## src/rtl/ram_scan_reader_if.sv

```systemverilog
// ram_scan_reader_if: RAM read port plus the captured-word display bus.
interface ram_scan_reader_if;
  logic [4:0] rd_addr;
  logic       rd_en;
  logic [3:0] rd_q;
  logic [4:0] out_addr;
  logic [3:0] out_data;
  logic       out_valid;
  modport master(output rd_addr, rd_en, out_addr, out_data, out_valid, input rd_q);
  modport slave(input rd_addr, rd_en, out_addr, out_data, out_valid, output rd_q);
endinterface

```

## src/rtl/ram_scan_reader.sv

```systemverilog
// ram_scan_reader: walks RAM addresses 0..31, capturing each word after the 1-cycle read latency.
// Define RAM_SCAN_WRAP_EN to restart at address 0 after 31 instead of stopping in DONE.
module ram_scan_reader #(
  parameter int unsigned TICK_DIV = 50_000_000
) (
  input  logic clock,
  input  logic reset,
  input  logic start,
  input  logic stop,
  input  logic step_mode,
  input  logic step,
  output logic busy,
  output logic done,
  ram_scan_reader_if.master bus
);
  typedef enum logic [2:0] {IDLE, ISSUE, CAPTURE, HOLD, DONE} state_t;
  localparam logic [25:0] CNT_MAX = 26'(TICK_DIV - 1);
  state_t      state_q, state_d;
  logic [4:0]  ptr_q, ptr_d, out_addr_q, out_addr_d;
  logic [3:0]  out_data_q, out_data_d;
  logic [25:0] cnt_q, cnt_d;
  logic        step_d_q, rd_en_q, rd_en_d, out_valid_q, out_valid_d;
  logic        busy_q, busy_d, done_q, done_d, adv;
  always_comb begin
    state_d    = state_q;
    ptr_d      = ptr_q;
    cnt_d      = cnt_q;
    out_addr_d = out_addr_q;
    out_data_d = out_data_q;
    adv        = 1'b0;
    case (state_q)
      IDLE:    if (start && !stop) begin state_d = ISSUE; ptr_d = '0; end
      ISSUE:   state_d = CAPTURE;
      CAPTURE: begin
        out_addr_d = ptr_q;
        out_data_d = bus.rd_q;
        cnt_d      = '0;
        state_d    = HOLD;
      end
      HOLD: begin
        adv   = step_mode ? (step && !step_d_q) : (cnt_q == CNT_MAX);
        cnt_d = step_mode ? cnt_q : cnt_q + 26'd1;
      end
      DONE:    if (!start) state_d = IDLE;
      default: state_d = IDLE;
    endcase
    if (adv) begin
`ifdef RAM_SCAN_WRAP_EN
      ptr_d   = ptr_q + 5'd1;
      state_d = ISSUE;
`else
      ptr_d   = (ptr_q == 5'd31) ? ptr_q : ptr_q + 5'd1;
      state_d = (ptr_q == 5'd31) ? DONE : ISSUE;
`endif
    end
    // stop overrides everything, including a capture in flight
    if (stop && state_q != IDLE) begin
      state_d    = IDLE;
      out_addr_d = out_addr_q;
      out_data_d = out_data_q;
    end
    rd_en_d     = state_d == ISSUE;
    out_valid_d = state_q == CAPTURE && !stop;
    busy_d      = state_d == ISSUE || state_d == CAPTURE || state_d == HOLD;
    done_d      = state_d == DONE;
  end
  always_ff @(posedge clock) begin
    if (reset) begin
      state_q     <= IDLE;
      ptr_q       <= '0;
      cnt_q       <= '0;
      out_addr_q  <= '0;
      out_data_q  <= '0;
      step_d_q    <= 1'b0;
      rd_en_q     <= 1'b0;
      out_valid_q <= 1'b0;
      busy_q      <= 1'b0;
      done_q      <= 1'b0;
    end else begin
      state_q     <= state_d;
      ptr_q       <= ptr_d;
      cnt_q       <= cnt_d;
      out_addr_q  <= out_addr_d;
      out_data_q  <= out_data_d;
      step_d_q    <= step;
      rd_en_q     <= rd_en_d;
      out_valid_q <= out_valid_d;
      busy_q      <= busy_d;
      done_q      <= done_d;
    end
  end
  assign bus.rd_addr   = ptr_q;
  assign bus.rd_en     = rd_en_q;
  assign bus.out_addr  = out_addr_q;
  assign bus.out_data  = out_data_q;
  assign bus.out_valid = out_valid_q;
  assign busy          = busy_q;
  assign done          = done_q;
endmodule

```

## src/flat_wrapper.sv

```systemverilog
// flat-port wrapper written by rule: the top's interface ports become plain ports
module ram_scan_reader_flat 
#(
  parameter int unsigned TICK_DIV = 50_000_000
)
  (clock, reset, start, stop, step_mode, step, busy, done, bus_rd_addr, bus_rd_en, bus_out_addr, bus_out_data, bus_out_valid, bus_rd_q);
  ram_scan_reader_if bus_i ();
  input  logic clock;
  input  logic reset;
  input  logic start;
  input  logic stop;
  input  logic step_mode;
  input  logic step;
  output logic busy;
  output logic done;
  output wire logic [$bits(bus_i.rd_addr)-1:0] bus_rd_addr;
  output wire logic [$bits(bus_i.rd_en)-1:0] bus_rd_en;
  output wire logic [$bits(bus_i.out_addr)-1:0] bus_out_addr;
  output wire logic [$bits(bus_i.out_data)-1:0] bus_out_data;
  output wire logic [$bits(bus_i.out_valid)-1:0] bus_out_valid;
  input wire logic [$bits(bus_i.rd_q)-1:0] bus_rd_q;
  assign bus_rd_addr = bus_i.rd_addr;
  assign bus_rd_en = bus_i.rd_en;
  assign bus_out_addr = bus_i.out_addr;
  assign bus_out_data = bus_i.out_data;
  assign bus_out_valid = bus_i.out_valid;
  assign bus_i.rd_q = bus_rd_q;
  ram_scan_reader #(.TICK_DIV(TICK_DIV)) u_core (.clock(clock), .reset(reset), .start(start), .stop(stop), .step_mode(step_mode), .step(step), .busy(busy), .done(done), .bus(bus_i));
endmodule
```

## config.mk

```make
export PLATFORM = sky130hd
export DESIGN_NAME = ram_scan_reader_flat
export DESIGN_NICKNAME = d
export VERILOG_FILES = /design/src/rtl/ram_scan_reader_if.sv /design/src/rtl/ram_scan_reader.sv /design/src/flat_wrapper.sv
export SDC_FILE = /design/constraint.sdc
export NUM_CORES = 1
export LEC_CHECK = 0
export ABC_AREA = 1
export CAP_MARGIN = 20
export CORE_MARGIN = 4
export CORE_UTILIZATION = 50
export CTS_CLUSTER_SIZE = 12
export DETAILED_ROUTE_END_ITERATION = 12
export PLACE_DENSITY = 0.75
export SLEW_MARGIN = 25
export SYNTH_ARGS = -nofsm -noshare
export SYNTH_HDL_FRONTEND = slang
export SYNTH_SLANG_ARGS = --single-unit
```

## constraint.sdc

```tcl
create_clock -name clock -period 1.5 [get_ports clock]
set_input_delay 0.225 -clock clock [delete_from_list [all_inputs] [get_ports clock]]
set_output_delay 0.225 -clock clock [all_outputs]
set_load 0.05 [all_outputs]
```

=== Yosys cells after proc, flatten, opt, wreduce, memory -nomap -nowiden ===
Index checks and enable logic that the tools add are counted.

* Flip-flop bits (word level): 48
* Latch bits: 0
* Bits in writable memories: 0
* Bits in read-only memories: 0
* Input bits: 10
* Output and inout bits: 18
* Word-level logic and storage cells: 55
* Memories: 0

* $add $sub $neg: 2
* $mul: 0
* Div/mod/pow operators: 0
* Magnitude comparators: 0
* Eq/ne operators: 12
* Shift-type cells: 0
* Mux-type cells: 14
* Bitwise gates (word level): 1
* Reduce and logical (&&, ||, !) cells: 16

{| class="wikitable"
|+ Operator list
! operator !! count
|-
| $pmux 26 s2 || 1
|-
| $add 26x1->26 const B || 1
|-
| $eq 26x26->1 const B || 1
|-
| $mux 26 || 1
|-
| $mux 5 || 4
|-
| $mux 3 || 5
|-
| $pmux 3 s5 || 1
|-
| $eq 3x2->1 const B || 4
|-
| $eq 3x1->1 const B || 2
|-
| $eq 3x3->1 const B || 2
|-
| $reduce_bool 2->1 || 3
|-
| $add 5x1->5 const B || 1
|-
| $eq 5x5->1 const B || 1
|-
| $logic_and 1x1->1 || 4
|-
| $ne 2x2->1 const B || 2
|-
| $reduce_and 2->1 || 2
|-
| $logic_not 3->1 || 1
|-
| $reduce_and 3->1 || 1
|-
| $reduce_bool 3->1 || 1
|-
| $logic_not 1->1 || 2
|-
| $logic_or 1x1->1 || 2
|-
| $mux 1 || 2
|-
| $not 1->1 || 1
|}

=== Longest topological paths before layout ===
* Depth after elaboration: 9
* Depth in mapped cells: 12
* Mapped depth without buffers: 12

=== Worst setup path before layout ===
OpenSTA, ideal clock, no wires.

* Path kind: flip-flop to flip-flop
* Start point: reg u_core.ptr_q[1] (netlist: u_core.bus.rd_addr[1])
* End point: reg u_core.ptr_q[2] (netlist: u_core.bus.rd_addr[2])
* Arrival: 1634 ps
* Data required time: 1436 ps
* Setup slack: -198 ps
* Stages on the path, launching flop included: 11
* Buffers on the path: 0
* Period minus slack after synthesis: 1698 ps
* Path through: dfxtp_1 -> ha_1 -> nand2_1 -> nor2_1 -> ha_1 -> inv_1 -> nand3_2 -> nand2_1 -> nand2_1 -> inv_1 -> nor2_1

* Cells in the longest elaborated chain, start to end: 3

{| class="wikitable"
|+ RTL lines
! what !! RTL line !! RTL
|-
| start, declared || ram_scan_reader.sv:19 || <nowiki>logic [4:0] ptr_q, ptr_d, out_addr_q, out_addr_d;</nowiki>
|-
| start signal, assigned || ram_scan_reader.sv:81 || <nowiki>ptr_q <= ptr_d;</nowiki>
|-
| $add 5x1->5 / $eq 5x5->1 (equally long branches) || ram_scan_reader.sv:52 || <nowiki>ptr_d = (ptr_q == 5'd31) ? ptr_q : ptr_q + 5'd1;</nowiki>
|-
| $mux 5 / $ne 2x2->1 (equally long branches) || -- ||
|-
| $mux 5 / $reduce_and 3->1 (equally long branches) || -- ||
|}

Parallel ways exist; a longest one is shown, timed or not. The select of a mux whose other input is x is not followed.
A chain may end at the register's enable or synchronous reset.

=== Worst setup path after layout ===
* Start point: reg u_core.cnt_q[0]
* End point: reg u_core.cnt_q[16]

* Cells in the longest elaborated chain, start to end: 3

{| class="wikitable"
|+ RTL lines
! what !! RTL line !! RTL
|-
| start, declared || ram_scan_reader.sv:21 || <nowiki>logic [25:0] cnt_q, cnt_d;</nowiki>
|-
| start signal, assigned || ram_scan_reader.sv:82 || <nowiki>cnt_q <= cnt_d;</nowiki>
|-
| $add 26x1->26 || ram_scan_reader.sv:42 || <nowiki>cnt_d = step_mode ? cnt_q : cnt_q + 26'd1;</nowiki>
|-
| $mux 26 || ram_scan_reader.sv:42 ||
|-
| $pmux 26 s2 || ram_scan_reader.sv:31 || <nowiki>case (state_q)</nowiki>
|}

Every way passes these cells. The select of a mux whose other input is x is not followed.

==> flow_metrics.py <==
metrics = {
    "final_layout": {
        "fill_cells": 377,
        "syn2layout_area_growth_pct": 35.3,
        "finalCoreUtilization_pct": 72.1,
        "drive_above_1_share_pct": 27.1,
        "multi_input_area_um2": 1330,
        "diodes": 0,
        "layout.nets": 433,
        "layout_commonest_cell": "nand2_1",
        "final_cell_mix": "70 x nand2_1, 58 x nor2_1, 55 x buf_4",
        "layout.area.seq_um2": 975,
    },
    "clock_tree": {
        "clock_tree.buffer_depth": 2,
        "clkTransAtPathRegs_ns": 0.09,
        "clkLatencyLatePin_ns": 0.31,
        "cts_root_buf": "clkbuf_8",
        "cts_buffers": 5,
        "cts_tree": "yes",
        "cts_max_level": 2,
        "holdBufCountCts": 0,
        "cts.sinks": 48,
    },
    "worst_setup_path": {
        "cp-start-kind": "flip-flop",
        "path_cells": "ha_2 -> nand3_4 -> nor2_4 -> nand3_4 -> nor2_4 -> buf_4 -> nand2_2 -> o21ai_2 -> a21oi_1",
        "critPathCaptureType": "flip-flop",
        "cpMaxStageDelayCell": "dfxtp_2",
        "path_class": "reg2reg",
        "worstPathBufferInverterCount": 1,
        "critPathMaxStageDelay_ns": 0.35,
        "crit_arrival_ns": 1.78,
        "required_ns": 1.69,
        "cp_max_fo": 5,
        "crit_family": "simple AND/OR/NAND/NOR gates",
    },
    "sta": {
        "max_freq_mhz": 628,
        "slew_violations": 0,
        "setup_viol": 7,
        "rsz0062_at_grt": "yes",
        "setup_slack_ns": -0.0914,
        "max_slew_margin_pct": 77.8,
        "fin_skew_ns": 0.0108,
        "timing.final.crit_period_ns": 1.59,
        "worst_pin_slew_ns": 0.331,
        "final_hold_viol_count": 0,
        "final.period_utilization_pct": 106,
    },
    "logic_synthesis": {
        "ys_seq_elements": 48,
        "yosysWarningCount": 0,
        "ys.flop_type": "dfxtp_1",
        "synth_edf_count": 0,
        "syn-num-nets": 362,
        "ys_async_sr_fraction_pct": 0,
        "synthDistinctLibCells": 34,
        "synth_area_per_cell_um2": 6.83,
        "synth_area_um2": 2380,
        "synthCells": 349,
        "ys_seq_area_share_pct": 40.3,
    },
    "placement": {
        "gp_congestion": 0.883,
        "place_ws_ns": -0.264,
        "dp_hpwl_mm": 4.51,
        "port_buffers": 27,
    },
    "drt": {
        "vias": 2447,
        "final_antenna_net_count": 0,
        "drc_errors": 0,
        "drt-pass1-iter-count": 4,
        "wl_per_cell_um": 12.8,
        "drt_iter0_markers": 137,
        "routed_wl_mm": 6.03,
        "viasPerCell": 5.17,
    },
    "floorplanning": {
        "start_util_pct": 53.3,
        "die_h_um": 77.0,
        "die_area_um2": 5940,
        "num_rows": 24,
        "io_pins": 28,
        "core_area_um2": 4470,
        "die_w_um": 77.0,
    },
    "outcome": {
        "status": "finished with violations",
        "violations": "negative setup slack",
    },
    "global_routing": {
        "grt_pass1_wl_mm": 9.74,
        "grt_pass1_vias": 2243,
        "antenna_found_initial": 0,
        "grt_usage_pct": 19.9,
        "grt-ovfl-total": 0,
        "grt_max_degree": 17,
    },
    "power": {
        "p_leak_nw": 1.41,
        "pwr_density_cell_nw_per_um2": 762,
        "vdd_ir_drop_max_mv": 0.713,
    },
    "min_path": {
        "hp-class": "reg2reg",
    },
    "flow_run": {
        "maxCapViolations": 0,
    },
}
-- Yosys cell counts (3+ instances only) --
cell type  instances  share of area, %
nand2_2            3              0.79
inv_1             43               6.8
ha_1               3               1.6
nor2_4             3               1.4
nand4_1           13               3.4
nand2_1           76                12
nor2_1            65                10
nor3_1             4              0.84
o21ai_0           18               3.8
a21oi_1           23               4.8
a31oi_1            3              0.79
a21o_1             3              0.94
nand3_1           17               3.6
dfxtp_1           48                40
clkbuf_1           3              0.47
-- cells by family after synthesis --
family	share of synthesized area, %
compound gates	13.6
fa+ha+maj	1.57
buf+inv	7.82
flops	40.3
simple gates	36.6
-- metal layers --
layer  routed length (µm)  part of all wire, %  up-vias  track usage, %
met2                 2890                   48       56            32.7
met4                   71                  1.2        0            4.98
li1                     -                    -     1276               -
met5                    0                    0        -               0
met1                 2770                   46     1107            26.7
met3                  304                  5.0        8            4.10
-- sequential cells by signal, summed over array words and instances, names as in the netlist --
register / count
u_core.bus.out_addr: 5
u_core.bus.out_data: 4
u_core.bus.out_valid: 1
u_core.bus.rd_addr: 5
u_core.bus.rd_en: 1
u_core.busy: 1
u_core.cnt_q: 26
u_core.done: 1
u_core.state_q: 3
u_core.step_d_q: 1
-- path summary, 6_finish.rpt --
kind                                                    startpoint                                 end  slack, ns  depth (start not counted)
worst max-delay path                  u_core.cnt_q[0]$_SDFFE_PP0P_       u_core.cnt_q[16]$_SDFFE_PP0P_      -0.09                          9
worst min-delay path            u_core.bus.rd_addr[0]$_SDFFE_PP0P_  u_core.bus.rd_addr[0]$_SDFFE_PP0P_       0.46                          1
worst max register to register        u_core.cnt_q[0]$_SDFFE_PP0P_       u_core.cnt_q[16]$_SDFFE_PP0P_      -0.09                          9
worst min register to register  u_core.bus.rd_addr[0]$_SDFFE_PP0P_  u_core.bus.rd_addr[0]$_SDFFE_PP0P_       0.46                          1
-- stage by stage --
step	instances	power, mW	hold slack [ns]	cell area [µm²]	setup TNS, ns
after floorplan	349	1.43	0.347	2390	-0.0116
final	473	2.46	0.465	3220	-0.250
after global routing	473	2.56	0.477	3220	-2.48
after detailed placement	459	1.53	0.446	2960	-3.79
after CTS	468	2.46	0.462	3110	-0.00642
after global placement	459	1.52	0.441	2960	-3.28
-- where the power goes --
part / switching (mW) / internal, mW
combinational: 0.120 / 0.0872
clock: 0.452 / 0.502
sequential: 0.0100 / 1.29
total: 0.582 / 1.87
-- worst reg2reg max path, cell delays in order (launching register included) --
cell,delay (ns)
dfxtp_2,0.35
ha_2,0.20
nand3_4,0.11
nor2_4,0.12
nand3_4,0.09
nor2_4,0.19
buf_4,0.14
nand2_2,0.05
o21ai_2,0.14
a21oi_1,0.08
-- what timing repair did --
item / in CTS / in global routing
setup buffers: 1 / 6
resized for setup: 9 / 28
setup endpoints to repair: 12 / 27
pin swaps: 2 / 12
-- cell type report --
cell class,instances,area share (%)
Multi-Input combinational cell,252,41.2
Clock buffer,5,2.13
Sequential cell,48,30.2
Timing Repair Buffer,69,17.9
Clock inverter,3,1.44
Inverter,44,5.12
Tap cell,52,2.02
No activity file was read; power rests on OpenSTA's default activity.
